`src/rtl/rx_deframer_if.sv`:
```
// Bit-stream in / byte-stream out bundle between the transceiver-side
// bit source and the frame deserializer.
interface rx_deframer_if;
    logic       bit_in;
    logic       bit_valid;
    logic [7:0] byte_data;
    logic       byte_valid;
    logic       byte_last;
    logic       frame_ok;
    logic       frame_err;
    logic       locked;

    modport master (
        output bit_in,
        output bit_valid,
        input  byte_data,
        input  byte_valid,
        input  byte_last,
        input  frame_ok,
        input  frame_err,
        input  locked
    );

    modport slave (
        input  bit_in,
        input  bit_valid,
        output byte_data,
        output byte_valid,
        output byte_last,
        output frame_ok,
        output frame_err,
        output locked
    );
endinterface

```
`src/rtl/rx_deframer.sv`:
```
// Hunts for a sync word in a qualified serial bit stream, then deserializes a
// length-prefixed frame into bytes and verifies its trailing XOR checksum.
module rx_deframer #(
    parameter logic [7:0] SYNC_WORD = 8'hD5,
    parameter int         MAX_LEN   = 16,
    parameter int         TIMEOUT   = 64
) (
    input  logic          clk,
    input  logic          arst,
    rx_deframer_if.slave  rx
);

    localparam int TW = $clog2(TIMEOUT + 1);

    typedef enum logic [1:0] {
        ST_HUNT,
        ST_LEN,
        ST_PAYLOAD,
        ST_CHECK
    } state_t;

    state_t         r_state;
    logic [7:0]     r_shift;
    logic [3:0]     r_fill;
    logic [2:0]     r_bitCnt;
    logic [7:0]     r_remain;
    logic [7:0]     r_csum;
    logic [TW-1:0]  r_timer;
    logic [7:0]     r_byteData;
    logic           r_byteValid;
    logic           r_byteLast;
    logic           r_frameOk;
    logic           r_frameErr;

    state_t         w_state;
    logic [7:0]     w_shift;
    logic [3:0]     w_fill;
    logic [2:0]     w_bitCnt;
    logic [7:0]     w_remain;
    logic [7:0]     w_csum;
    logic [TW-1:0]  w_timer;
    logic [7:0]     w_byteData;
    logic           w_byteValid;
    logic           w_byteLast;
    logic           w_frameOk;
    logic           w_frameErr;

    logic [7:0]     w_shiftIn;
    logic           w_byteDone;
    logic [TW-1:0]  w_timerInc;

    assign w_shiftIn  = {r_shift[6:0], rx.bit_in};
    assign w_byteDone = (r_bitCnt == 3'd7);
    assign w_timerInc = r_timer + 1'b1;

    // Next-state and pulse decode; the shift register doubles as the sync
    // history in HUNT and as the field accumulator once locked.
    always_comb begin
        w_state     = r_state;
        w_shift     = r_shift;
        w_fill      = r_fill;
        w_bitCnt    = r_bitCnt;
        w_remain    = r_remain;
        w_csum      = r_csum;
        w_timer     = r_timer;
        w_byteData  = r_byteData;
        w_byteValid = 1'b0;
        w_byteLast  = 1'b0;
        w_frameOk   = 1'b0;
        w_frameErr  = 1'b0;

        case (r_state)
            ST_HUNT: begin
                w_timer = '0;
                if (rx.bit_valid) begin
                    w_shift = w_shiftIn;
                    if (r_fill != 4'd8) begin
                        w_fill = r_fill + 4'd1;
                    end
                    if ((r_fill >= 4'd7) && (w_shiftIn == SYNC_WORD)) begin
                        w_state  = ST_LEN;
                        w_bitCnt = '0;
                        w_csum   = '0;
                    end
                end
            end

            default: begin
                if (rx.bit_valid) begin
                    w_timer  = '0;
                    w_shift  = w_shiftIn;
                    w_bitCnt = r_bitCnt + 3'd1;
                    if (w_byteDone) begin
                        case (r_state)
                            ST_LEN: begin
                                if (w_shiftIn > 8'(MAX_LEN)) begin
                                    w_frameErr = 1'b1;
                                    w_state    = ST_HUNT;
                                end else if (w_shiftIn == 8'd0) begin
                                    w_state = ST_CHECK;
                                end else begin
                                    w_remain = w_shiftIn;
                                    w_state  = ST_PAYLOAD;
                                end
                            end
                            ST_PAYLOAD: begin
                                w_byteData  = w_shiftIn;
                                w_byteValid = 1'b1;
                                w_csum      = r_csum ^ w_shiftIn;
                                w_remain    = r_remain - 8'd1;
                                if (r_remain == 8'd1) begin
                                    w_byteLast = 1'b1;
                                    w_state    = ST_CHECK;
                                end
                            end
                            default: begin
                                if (w_shiftIn == r_csum) begin
                                    w_frameOk = 1'b1;
                                end else begin
                                    w_frameErr = 1'b1;
                                end
                                w_state = ST_HUNT;
                            end
                        endcase
                    end
                end else if (w_timerInc == TW'(TIMEOUT)) begin
                    w_frameErr = 1'b1;
                    w_state    = ST_HUNT;
                end else begin
                    w_timer = w_timerInc;
                end
            end
        endcase

        // Returning to HUNT forgets all partial state so a new sync needs 8 fresh bits.
        if ((w_state == ST_HUNT) && (r_state != ST_HUNT)) begin
            w_shift  = '0;
            w_fill   = '0;
            w_bitCnt = '0;
            w_timer  = '0;
        end
    end

    always_ff @(posedge clk) begin
        if (arst) begin
            r_state     <= ST_HUNT;
            r_shift     <= '0;
            r_fill      <= '0;
            r_bitCnt    <= '0;
            r_remain    <= '0;
            r_csum      <= '0;
            r_timer     <= '0;
            r_byteData  <= '0;
            r_byteValid <= 1'b0;
            r_byteLast  <= 1'b0;
            r_frameOk   <= 1'b0;
            r_frameErr  <= 1'b0;
        end else begin
            r_state     <= w_state;
            r_shift     <= w_shift;
            r_fill      <= w_fill;
            r_bitCnt    <= w_bitCnt;
            r_remain    <= w_remain;
            r_csum      <= w_csum;
            r_timer     <= w_timer;
            r_byteData  <= w_byteData;
            r_byteValid <= w_byteValid;
            r_byteLast  <= w_byteLast;
            r_frameOk   <= w_frameOk;
            r_frameErr  <= w_frameErr;
        end
    end

    assign rx.byte_data  = r_byteData;
    assign rx.byte_valid = r_byteValid;
    assign rx.byte_last  = r_byteLast;
    assign rx.frame_ok   = r_frameOk;
    assign rx.frame_err  = r_frameErr;
    assign rx.locked     = (r_state != ST_HUNT);

endmodule

```
`src/flat_wrapper.sv`:
```
// flat-port wrapper written by rule: the top's interface ports become plain ports
module rx_deframer_flat 
#(
    parameter logic [7:0] SYNC_WORD = 8'hD5,
    parameter int         MAX_LEN   = 16,
    parameter int         TIMEOUT   = 64
)
  (clk, arst, rx_bit_in, rx_bit_valid, rx_byte_data, rx_byte_valid, rx_byte_last, rx_frame_ok, rx_frame_err, rx_locked);
  rx_deframer_if rx_i ();
  input  logic clk;
  input  logic arst;
  input wire logic [$bits(rx_i.bit_in)-1:0] rx_bit_in;
  input wire logic [$bits(rx_i.bit_valid)-1:0] rx_bit_valid;
  output wire logic [$bits(rx_i.byte_data)-1:0] rx_byte_data;
  output wire logic [$bits(rx_i.byte_valid)-1:0] rx_byte_valid;
  output wire logic [$bits(rx_i.byte_last)-1:0] rx_byte_last;
  output wire logic [$bits(rx_i.frame_ok)-1:0] rx_frame_ok;
  output wire logic [$bits(rx_i.frame_err)-1:0] rx_frame_err;
  output wire logic [$bits(rx_i.locked)-1:0] rx_locked;
  assign rx_i.bit_in = rx_bit_in;
  assign rx_i.bit_valid = rx_bit_valid;
  assign rx_byte_data = rx_i.byte_data;
  assign rx_byte_valid = rx_i.byte_valid;
  assign rx_byte_last = rx_i.byte_last;
  assign rx_frame_ok = rx_i.frame_ok;
  assign rx_frame_err = rx_i.frame_err;
  assign rx_locked = rx_i.locked;
  rx_deframer #(.SYNC_WORD(SYNC_WORD), .MAX_LEN(MAX_LEN), .TIMEOUT(TIMEOUT)) u_core (.clk(clk), .arst(arst), .rx(rx_i));
endmodule
```
`config.mk`:
```
export PLATFORM = sky130hd
export DESIGN_NAME = rx_deframer_flat
export DESIGN_NICKNAME = d
export VERILOG_FILES = /design/src/rtl/rx_deframer_if.sv /design/src/rtl/rx_deframer.sv /design/src/flat_wrapper.sv
export SDC_FILE = /design/constraint.sdc
export NUM_CORES = 1
export LEC_CHECK = 0
export BUFFER_PORTS_ARGS = -buffer_cell sky130_fd_sc_hd__buf_4
export CORE_UTILIZATION = 54
export DETAILED_ROUTE_END_ITERATION = 6
export HOLD_SLACK_MARGIN = 0.12
export PLACE_DENSITY_LB_ADDON = 0.25
export SLEW_MARGIN = 20
export SYNTH_ARGS = -nofsm -noshare
export SYNTH_HDL_FRONTEND = slang
export SYNTH_SLANG_ARGS = --single-unit
export TNS_END_PERCENT = 1
```
`constraint.sdc`:
```
create_clock -name clk -period 2.2 [get_ports clk]
set_input_delay 0.22 -clock clk [delete_from_list [all_inputs] [get_ports clk]]
set_output_delay 0.22 -clock clk [all_outputs]
set_load 0.03 [all_outputs]
```
## Word-level counts from Yosys, hierarchy flattened

Index checks and enable logic that the tools add are counted.

| storage, ports and cells | value |
|---|---|
| bits in registers | 51 |
| word-level logic and storage cells | 86 |

| operators by class | value |
|---|---|
| $add $sub $neg | 4 |
| magnitude comparators | 2 |
| equality and inequality tests | 11 |
| muxes and demuxes | 32 |
| bitwise logic cells | 5 |
| reduce and logical (&&, ||, !) cells | 20 |

Operator list:

| operator | number |
|---|---|
| $mux W8 | 8 |
| $mux W2 | 8 |
| $pmux W8 S2 | 1 |
| $mux W3 | 4 |
| $mux W1 | 9 |
| $eq A8 B1 Y1 const B | 1 |
| $eq A8 B8 Y1 | 1 |
| $eq A8 B8 Y1 const B | 1 |
| $gt A8 B5 Y1 const B | 1 |
| $logic_not A8 Y1 | 1 |
| $reduce_and A4 Y1 | 2 |
| $reduce_bool A2 Y1 | 4 |
| $reduce_or A4 Y1 | 2 |
| $sub A8 B1 Y8 const B | 1 |
| $xor A8 B8 Y8 | 1 |
| $add A7 B1 Y7 const B | 1 |
| $eq A7 B7 Y1 const B | 1 |
| $reduce_and A6 Y1 | 1 |
| $reduce_or A6 Y1 | 1 |
| $reduce_or A5 Y1 | 1 |
| $add A4 B1 Y4 const B | 1 |
| $ge A4 B3 Y1 const B | 1 |
| $logic_not A2 Y1 | 2 |
| $ne A2 B2 Y1 const B | 2 |
| 13 further kinds | 18 |

## Logic depth before layout (Yosys ltp)

Gate-level depths: netlist of the first run.

| depth | value |
|---|---|
| word-level depth | 10 |
| depth in mapped cells | 9 |
| gate-level depth less buffers | 7 |

## Worst setup path before layout of the first run

OpenSTA, ideal clock, no wires.

| timing | value |
|---|---|
| path type | register to register |
| start point | register u_core.r_state[0] |
| end point | register u_core.r_csum[4] |
| library setup time | 0.086 ns |
| arrival time | 1.922 ns |
| setup slack | 0.193 ns |
| cell stages (with the launch flop) | 10 |
| period minus slack after synthesis | 2.007 ns |
| cells stage by stage | dfxtp_1 > inv_1 > ha_1 > clkbuf_1 > nor2b_1 > buf_2 > and2_1 > clkbuf_1 > a21oi_1 > a211oi_1 |

| on the way | value |
|---|---|
| cells in the longest elaborated chain, start to end | 3 |

RTL lines:

| element | RTL line | RTL |
|---|---|---|
| start: declaration | rx_deframer.sv:22 | `state_t r_state;` |
| start signal: assignment | rx_deframer.sv:159 | `r_state <= w_state;` |
| $logic_not A2 Y1 or $eq A2 B2 Y1 (tied branches) | rx_deframer.sv:72, rx_deframer.sv:94 |  |
| $ne A2 B1 Y1 (no line) or $reduce_bool A2 Y1 (tied branches) | n/a |  |
| $reduce_and A4 Y1 (no line) | n/a |  |
| end signal: assignment | rx_deframer.sv:164 | `r_csum <= w_csum;` |
| end: declaration | rx_deframer.sv:27 | `logic [7:0] r_csum;` |

Parallel ways exist; a longest one is shown, timed or not.
A chain may end at the register's enable or synchronous reset.

## Worst setup path after layout of the first run

| timing | value |
|---|---|
| start point | register u_core.r_state[0] |
| end point | register u_core.r_remain[0] |

| on the way | value |
|---|---|
| cells in the longest elaborated chain, start to end | 3 |

RTL lines:

| element | RTL line | RTL |
|---|---|---|
| $eq A2 B1 Y1 (tied with other cells) | rx_deframer.sv:94 | `case (r_state)` |
| $ne A2 B2 Y1 (no line) (tied with other cells) | n/a |  |
| $reduce_and A6 Y1 (no line) | n/a |  |
| end signal: assignment | rx_deframer.sv:163 | `r_remain <= w_remain;` |
| end: declaration | rx_deframer.sv:26 | `logic [7:0] r_remain;` |

Parallel ways exist; a longest one is shown, timed or not.

==> results of run 1 <==
[synthesized netlist by cell type (2+ instances only)]
cell	instances	area (um2)
sky130_fd_sc_hd__o211ai_1	2	15.0
sky130_fd_sc_hd__ha_1	10	125
sky130_fd_sc_hd__nor3_1	5	25.0
sky130_fd_sc_hd__xor2_1	9	78.8
sky130_fd_sc_hd__a211oi_1	7	52.6
sky130_fd_sc_hd__nand2_1	40	150
sky130_fd_sc_hd__a21boi_0	2	15.0
sky130_fd_sc_hd__clkbuf_1	14	52.6
sky130_fd_sc_hd__o32ai_1	5	43.8
sky130_fd_sc_hd__nor3b_1	3	22.5
sky130_fd_sc_hd__nor4_2	2	25.0
sky130_fd_sc_hd__nor2b_1	6	37.5
sky130_fd_sc_hd__nand4b_1	2	17.5
sky130_fd_sc_hd__dfxtp_1	51	1020
sky130_fd_sc_hd__buf_6	2	22.5
sky130_fd_sc_hd__a21oi_1	36	180
sky130_fd_sc_hd__nand2b_1	4	25.0
sky130_fd_sc_hd__xnor2_1	4	35.0
sky130_fd_sc_hd__nand3_1	8	40.0
sky130_fd_sc_hd__and2_1	3	18.8
sky130_fd_sc_hd__a21oi_2	11	96.3
sky130_fd_sc_hd__inv_1	12	45.0
sky130_fd_sc_hd__and3_1	3	18.8
sky130_fd_sc_hd__buf_2	5	25.0
sky130_fd_sc_hd__a31oi_1	9	56.3
sky130_fd_sc_hd__o21ai_0	2	10.0
sky130_fd_sc_hd__o21ai_1	4	20.0
sky130_fd_sc_hd__nor4_1	4	25.0
sky130_fd_sc_hd__or2_0	2	12.5
sky130_fd_sc_hd__nor2_1	30	113
sky130_fd_sc_hd__mux2i_1	7	70.1
[final timing paths]
check,from,end,slack (ns),cells after the start
min,rx_bit_in,u_core.rx.byte_data[0],0.25,3
max reg2reg,u_core.r_state[0],u_core.r_remain[0],0.24,7
max,u_core.r_state[0],u_core.r_remain[0],0.24,7
min reg2reg,u_core.r_timer[0],u_core.r_timer[0],0.44,1
[critical path, cell delays in order (launching register included)]
cell                      delay, ns
sky130_fd_sc_hd__dfxtp_1       0.35
sky130_fd_sc_hd__inv_1         0.09
sky130_fd_sc_hd__ha_1          0.35
sky130_fd_sc_hd__nand3_1       0.13
sky130_fd_sc_hd__nor4_2        0.26
sky130_fd_sc_hd__a21oi_4       0.18
sky130_fd_sc_hd__or3b_1        0.37
sky130_fd_sc_hd__a31oi_1       0.16
[power breakdown]
part           switching, mW  internal [mW]  total [mW]
registers            0.00936          0.929       0.938
clock network          0.313          0.222       0.534
logic                 0.0474         0.0299      0.0772
[cells by family (layout without fill, tap and decap cells)]
kind of cell | after synthesis | after routing
AO/OA/AOI/OAI | 89 | 89
XOR/XNOR | 13 | 13
adder cells (fa/ha/maj) | 10 | 10
buffers and inverters | 34 | 52
flip-flops | 51 | 51
multiplexers | 8 | 8
AND/OR/NAND/NOR | 120 | 120
[area by class of cell]
type / instances / area, um2 / share of cell area
clock buffer: 5 / 68.8 / 0.0223
clock inverter: 3 / 20.0 / 0.00649
inverter: 12 / 45.0 / 0.0146
multi-input combinational: 240 / 1580 / 0.512
sequential: 51 / 1020 / 0.331
tap: 67 / 83.8 / 0.0272
timing repair buffer: 32 / 265 / 0.0860
[per-stage QoR]
stage | instance area, um2 | std cells | utilization | power, mW
finish | 3080 | 410 | 0.644 | 1.55
global placement | 2980 | 402 | 0.623 | 1.03
global route | 3080 | 410 | 0.644 | 1.61
detailed placement | 2980 | 402 | 0.623 | 1.04
CTS | 3070 | 410 | 0.641 | 1.57
floorplan | 2740 | 325 | - | 1.01
[registers in the layout, indices dropped and copies added (netlist names)]
name	cells
u_core.rx.byte_data	8
u_core.r_fill	4
u_core.r_timer	7
u_core.r_shift	7
u_core.rx.frame_err	1
u_core.r_csum	8
u_core.r_state	2
u_core.r_bitCnt	3
u_core.r_remain	8
u_core.rx.frame_ok	1
u_core.rx.byte_last	1
u_core.rx.byte_valid	1
[timing repair]
action,CTS,global route
setup buffers,0,0
setup endpoints to repair,0,1
gates resized for setup,0,2
[routing by layer]
metal | part of all wire | global-route usage | vias up
li1 | - | - | 1183
met1 | 0.49 | 0.308 | 1084
met2 | 0.46 | 0.369 | 44
met3 | 0.040 | 0.0456 | 8
met4 | 0.012 | 0.0784 | 0
met5 | 0 | 0 | -
==> reports/summary.txt, run 1 <==
========================================================================================================
DIE HEIGHT                                                                                       73.2 um
Crit path time final                                                                             1.96 ns
Library cell used as clock root buffer                                                      sky130_fd_sc_hd__clkbuf_8
Library cells used by synthesis                                                                       52
Core Area                                                                                       4790 um2
Fill cell total of the finished layout                                                               420
Area grow syn2layout                                                                               12.6%
Number of enable flip-flop cells after synthesis                                                       0
RD Place Congestion                                                                                0.892
Gr ovfl total                                                                                          0
Via count of the first global-routing pass                                                          2135
TritonRoute pass-1 iters                                                                               4
Via density per instance                                                                            5.66
Critical Path Start Type                                                                            flop
DPL Wire Length                                                                                  4050 um
GRT Total Usage                                                                                    0.230
TritonCTS clock tree                                                                               built
Total of hold buffers inserted after clock tree synthesis                                              0
Post-route ant nets                                                                                    0
Setup TNS Final                                                                                     0 ns
Most frequent cells in the layout                                                           51 x sky130_fd_sc_hd__dfxtp_1, 40 x sky130_fd_sc_hd__nand2_1, 36 x sky130_fd_sc_hd__a21oi_1
Least-Margin Pin Slew                                                                           0.412 ns
Xor/xnor share of the synthesized area                                                            0.0416
Leakage power figure                                                                             1.20 nW
Worst setup EP type                                                                                 flop
Final #Nets                                                                                          356
Number of antenna violations at the first check in global routing                                      0
Clock net sink count                                                                                  51
Highest achievable clock rate                                                                    511 MHz
Starting Density                                                                                   0.572
Final-report hold violation count                                                                      0
Overall routed net length                                                                        5750 um
Largest fanout on the critical path                                                                   17
Adder and majority cell fraction of the synthesized area                                          0.0457
Path type of the worst setup path                                                                reg2reg
Final number of setup-violating endpoints                                                              0
Setup repair after global routing missed its margin                                                false
Tightest slew margin relative to the limit                                                         0.722
DRC Markers                                                                                            0
Count of pins over their slew limit                                                                    0
WP data arrival                                                                                  2.20 ns
Maximum clock skew at final layout                                                            0.00826 ns
Chip Width                                                                                       73.2 um
Proportion of synthesized area in mux cells                                                       0.0338
Post-Route Hold Slack                                                                           0.245 ns
Post-CTS clock slew at the launch and capture registers of the worst setup and hold paths        0.10 ns
Count of buffers inserted at the top-level ports                                                      16
Data required time at the worst endpoint                                                         2.44 ns
DRC violation total after the first TritonRoute iteration                                            172
Share of the cycle needed by the critical path after routing                                       0.890
Simple-gate share of the synthesized area                                                          0.224
Worst slack at placement                                                                        0.200 ns
Standard-cell row count                                                                               25
Power density normalized to cell area                                                         503 nW/um2
Die area                                                                                        5360 um2
Worst Setup Slack, final                                                                        0.242 ns
Fraction of synthesis flops using an asynchronous set or reset pin                                     0
Average cell area after synthesis                                                               8.43 um2
Cell count after synthesis                                                                           325
Worst min path class                                                                              in2reg
Compound-gate portion of the synthesized area                                                      0.226
Number of nets produced by synthesis                                                                 339
Sequential cell area fraction in the yosys report                                                  0.373
Mapped Area                                                                                     2740 um2
Wire per inst                                                                                    14.0 um
Seq cells post-synth                                                                                  51
Dominant combinational cell family by area after synthesis                                  compound AO/OA/AOI/OAI gates
Antenna diode count                                                                                    0
Most used DFF post-synth                                                                    sky130_fd_sc_hd__dfxtp_1
CTS Buffer Depth                                                                                       2
Outcome                                                                                        completed
Via count                                                                                           2319
Top Ports                                                                                             17
Clock Latency Late Sink                                                                          0.30 ns
Proportion of layout cells with a drive suffix above 1                                             0.178
First-pass GRT wire length                                                                       9740 um
Depth of the CTS H-tree                                                                                2
Worst IR drop on VDD                                                                          0.000328 V
Most common library cell in the layout ignoring fill and taps                               sky130_fd_sc_hd__dfxtp_1
Maximum number of pins on one net before global-route repair                                          29
Yosys warns                                                                                            0
Max-cap violations                                                                                     0
Num CTS Buffers                                                                                        5
========================================================================================================
Note: power is estimated with default switching activity, not from simulation.
==> run 2, diff against run 1 <==
--- a/config.mk
+++ b/config.mk
@@ -5,11 +5,13 @@
 export SDC_FILE = /design/constraint.sdc
 export NUM_CORES = 1
 export LEC_CHECK = 0
+export ABC_AREA = 1
 export BUFFER_PORTS_ARGS = -buffer_cell sky130_fd_sc_hd__buf_4
 export CORE_UTILIZATION = 54
 export DETAILED_ROUTE_END_ITERATION = 6
 export HOLD_SLACK_MARGIN = 0.12
 export PLACE_DENSITY_LB_ADDON = 0.25
+export SKIP_CTS_REPAIR_TIMING = 1
 export SLEW_MARGIN = 20
 export SYNTH_ARGS = -nofsm -noshare
 export SYNTH_HDL_FRONTEND = slang
==> run 2 against run 1 <==
Compared with the run above: synthesized cell count rose by 9.8%; critical path type unchanged; global-route usage about the same; largest power group unchanged; core utilization decreased by 0.50 points; sequential power increased by 1%; non-clock buffer count shrank 8; critical path depth increased by 7.
==> reports/summary.txt, run 2 <==
========================================================================================================
Tightest slew margin relative to the limit                                                         0.663   -0.0583
Average cell area after synthesis                                                               7.31 um2   -13%
DRC Markers                                                                                            0   unchanged
Post-Route Hold Slack                                                                           0.202 ns   -0.0434 ns
Most used DFF post-synth                                                                    sky130_fd_sc_hd__dfxtp_1
TritonRoute pass-1 iters                                                                               4   unchanged
Count of buffers inserted at the top-level ports                                                      16   unchanged
Critical Path Start Type                                                                            flop
Via count of the first global-routing pass                                                          2089   -2.2%
Maximum number of pins on one net before global-route repair                                          19   -34%
Starting Density                                                                                   0.579   +0.00716
Yosys top cell area share                                                                          0.391   +0.0184
Final #Nets                                                                                          391   +9.8%
Worst flop-to-flop path endpoint                                                            u_core.r_fill[2]
CP delay by family, top                                                                     simple AND/OR/NAND/NOR gates
Clock Latency Late Sink                                                                          0.31 ns   about the same
Crit path time final                                                                             2.08 ns   +0.120 ns
Largest fanout on the critical path                                                                   14   -3
RD Place Congestion                                                                                0.840   -5.9%
Least-Margin Pin Slew                                                                           0.504 ns   +0.0923 ns
Number of nets produced by synthesis                                                                 371   +9.4%
Post-route ant nets                                                                                    0   unchanged
Most frequent cells in the layout                                                           62 x sky130_fd_sc_hd__nand2_1, 51 x sky130_fd_sc_hd__dfxtp_1, 46 x sky130_fd_sc_hd__o21ai_0
Number of antenna violations at the first check in global routing                                      0   unchanged
Crit-path slowest cell                                                                      sky130_fd_sc_hd__dfxtp_1
Worst min path class                                                                              in2reg
Post-CTS clock slew at the launch and capture registers of the worst setup and hold paths        0.09 ns   about the same
Highest achievable clock rate                                                                    481 MHz   -5.8%
Antenna diode count                                                                                    0   unchanged
Part of the power in combinational logic                                                           0.064   +0.014
Sequential cell area fraction in the yosys report                                                  0.391   +0.0184
TritonCTS clock tree                                                                               built
DPL Wire Length                                                                                  3950 um   -2.5%
Seq cells post-synth                                                                                  51   unchanged
Data required time at the worst endpoint                                                         2.40 ns   -0.04 ns
Standard-cell row count                                                                               24   -4.0%
Library cells used by synthesis                                                                       34   -35%
Internal power                                                                                   1.19 mW   +0.70%
R2R depth                                                                                             14   +7
First-pass GRT wire length                                                                       9270 um   -4.9%
Launch point of the worst reg-to-reg path                                                   u_core.r_timer[0]
Worst slack at placement                                                                        0.124 ns   -0.0763 ns
Mapped Area                                                                                     2610 um2   -4.7%
Part of the total power dissipated in the clock network                                            0.334   -0.011
Setup TNS Final                                                                                     0 ns   unchanged
Maximum clock skew at final layout                                                            0.00628 ns   -0.00197 ns
DRC violation total after the first TritonRoute iteration                                            182   +5.8%
Depth of the CTS H-tree                                                                                2   unchanged
Area grow syn2layout                                                                               10.3%
Switching share of power                                                                           0.246   +0.00753
Via density per instance                                                                            5.47   -3.4%
Count leader, synth                                                                         sky130_fd_sc_hd__nand2_1
Fraction of synthesis flops using an asynchronous set or reset pin                                     0   unchanged
Share of the cycle needed by the critical path after routing                                       0.944   +0.0543
WP data arrival                                                                                  2.27 ns   +0.07 ns
Number of enable flip-flop cells after synthesis                                                       0   unchanged
Hold EP                                                                                     u_core.r_remain[4]
Yosys warns                                                                                            0   unchanged
Worst Setup Slack, final                                                                        0.123 ns   -0.120 ns
Final-report hold violation count                                                                      0   unchanged
Most numerous cell types in the synthesized netlist                                         62 x sky130_fd_sc_hd__nand2_1, 51 x sky130_fd_sc_hd__dfxtp_1, 46 x sky130_fd_sc_hd__o21ai_0
Cell count after synthesis                                                                           357   +9.8%
Sequential share of power                                                                          0.602   -0.003
Leakage power figure                                                                             1.22 nW   +2.2%
Wire per inst                                                                                    13.0 um   -7.1%
Overall power                                                                                    1.58 mW   +1.7%
Count of pins over their slew limit                                                                    0   unchanged
Ordered list of cells on the worst path                                                     ha_2 > nand2_2 > nor2_2 > nand2_1 > nand2_1 > nand2_1 > nor2_2 > nand2_2 > nand3_2 > nand3_2 > nor2_2 > nand2_2 > nand2_4 > nor2_1
Fraction of the core area covered by cells at the end of the flow                                  0.639   -0.00502
DIE HEIGHT                                                                                       71.5 um   -2.3%
Max-cap violations                                                                                     0   unchanged
Most common library cell in the layout ignoring fill and taps                               sky130_fd_sc_hd__nand2_1
Dominant cells by area after synthesis                                                      sky130_fd_sc_hd__dfxtp_1 39%, sky130_fd_sc_hd__nand2_1 8.9%, sky130_fd_sc_hd__o21ai_0 8.8%
Number of buffer and inverter stages on the critical path                                              0   -1
GRT Total Usage                                                                                    0.231   about the same
Overall routed net length                                                                        5600 um   -2.6%
Final number of setup-violating endpoints                                                              0   unchanged
Launch instance of the worst min-delay path                                                         arst
Biggest area consumer among synthesized cells                                               sky130_fd_sc_hd__dfxtp_1
Path type of the worst setup path                                                                reg2reg
Library cell used as clock root buffer                                                      sky130_fd_sc_hd__clkbuf_8
Hold Path Depth                                                                                        2   -1
Proportion of layout cells with a drive suffix above 1                                             0.153   -0.0244
Internal reg-to-reg setup slack                                                                  0.12 ns   -0.12 ns
Core Area                                                                                       4500 um2   -5.9%
Worst IR drop on VDD                                                                          0.000419 V   +28%
Num CTS Buffers                                                                                        5   unchanged
Longest individual stage delay on the worst path                                                 0.43 ns   +0.06 ns
Die area                                                                                        5120 um2   -4.6%
Worst setup EP type                                                                                 flop
Net Switching                                                                                     387 uW   +4.9%
Power density normalized to cell area                                                         547 nW/um2   +8.9%
Clock net sink count                                                                                  51   unchanged
Outcome                                                                                        completed
Gr ovfl total                                                                                          0   unchanged
CTS Buffer Depth                                                                                       2   unchanged
Via count                                                                                           2350   +1.3%
Chip Width                                                                                       71.5 um   -2.3%
Top Ports                                                                                             17   unchanged
========================================================================================================
==> run 2: cell count changes in the layout (fill, tap and decap cells not counted), sizes merged, moves of 25 or more <==
cell   change
inv       +26
nor2      +26
nand2     +25
o21ai     +42
a21oi     -28
==> run 2: power groups by stage <==
stage	Clock, mW	Combinational (mW)	Sequential [mW]
2_1_floorplan	0	0.0782	0.966
3_3_place_gp	0	0.0960	0.970
3_5_place_dp	0	0.0994	0.970
4_1_cts	0.541	0.100	0.949
5_1_grt	0.577	0.111	0.951
6_report	0.526	0.101	0.949
==> run 2: per-layer routing <==
| layer | vias up | routed length, um | share of wire | global-route usage |
|---|---|---|---|---|
| met4 | 0 | 69 | 0.012 | 0.0763 |
| met3 | 7 | 263 | 0.047 | 0.0408 |
| met1 | 1084 | 2610 | 0.47 | 0.294 |
| li1 | 1203 | - | - | - |
| met2 | 56 | 2660 | 0.47 | 0.397 |
| met5 | - | 0 | 0 | 0 |
==> run 2: final cells by class <==
class	count	area (um2)
fill	412	1630
inverter	39	146
multi-input combinational	256	1380
clock buffer	5	68.8
timing repair buffer	24	180
sequential	51	1020
clock inverter	3	15.0
tap	52	65.1
==> run 2: worst max-delay path by stage <==
stage	from	endpoint	slack (ns)	cells past startpoint
floorplan	u_core.r_state[0]	u_core.r_csum[0]	0.33	9
global placement	u_core.r_timer[0]	u_core.r_bitCnt[0]	0.27	14
global route	u_core.r_timer[1]	u_core.r_fill[2]	-0.002	14
detailed placement	u_core.r_timer[0]	u_core.r_fill[2]	0.12	14
finish	u_core.r_timer[0]	u_core.r_fill[2]	0.12	14
CTS	u_core.r_timer[0]	u_core.r_fill[2]	0.11	14
==> run 2: worst reg2reg max path, cell delays in order, from the launching register on <==
cell,delay (ns)
sky130_fd_sc_hd__dfxtp_1,0.43
sky130_fd_sc_hd__ha_2,0.25
sky130_fd_sc_hd__nand2_2,0.08
sky130_fd_sc_hd__nor2_2,0.11
sky130_fd_sc_hd__nand2_1,0.06
sky130_fd_sc_hd__nand2_1,0.06
sky130_fd_sc_hd__nand2_1,0.07
sky130_fd_sc_hd__nor2_2,0.12
sky130_fd_sc_hd__nand2_2,0.13
sky130_fd_sc_hd__nand3_2,0.11
sky130_fd_sc_hd__nand3_2,0.09
sky130_fd_sc_hd__nor2_2,0.13
sky130_fd_sc_hd__nand2_2,0.07
sky130_fd_sc_hd__nand2_4,0.20
sky130_fd_sc_hd__nor2_1,0.07
==> run 2: per-stage QoR <==
step	cell area (um2)	instances
floorplan	2610	357
global placement	2790	422
detailed placement	2790	422
CTS	2880	430
global route	2880	430
finish	2880	430
==> run 2: kinds of logic (layout without fill, tap and decap cells) <==
family / count (synthesis) / count (layout) / synth area share
AND/OR/NAND/NOR: 152 / 152 / 0.268
AO/OA/AOI/OAI: 79 / 79 / 0.163
flip-flops: 51 / 51 / 0.391
buffers and inverters: 50 / 71 / 0.0801
XOR/XNOR: 15 / 15 / 0.0503
adder cells (fa/ha/maj): 10 / 10 / 0.0479
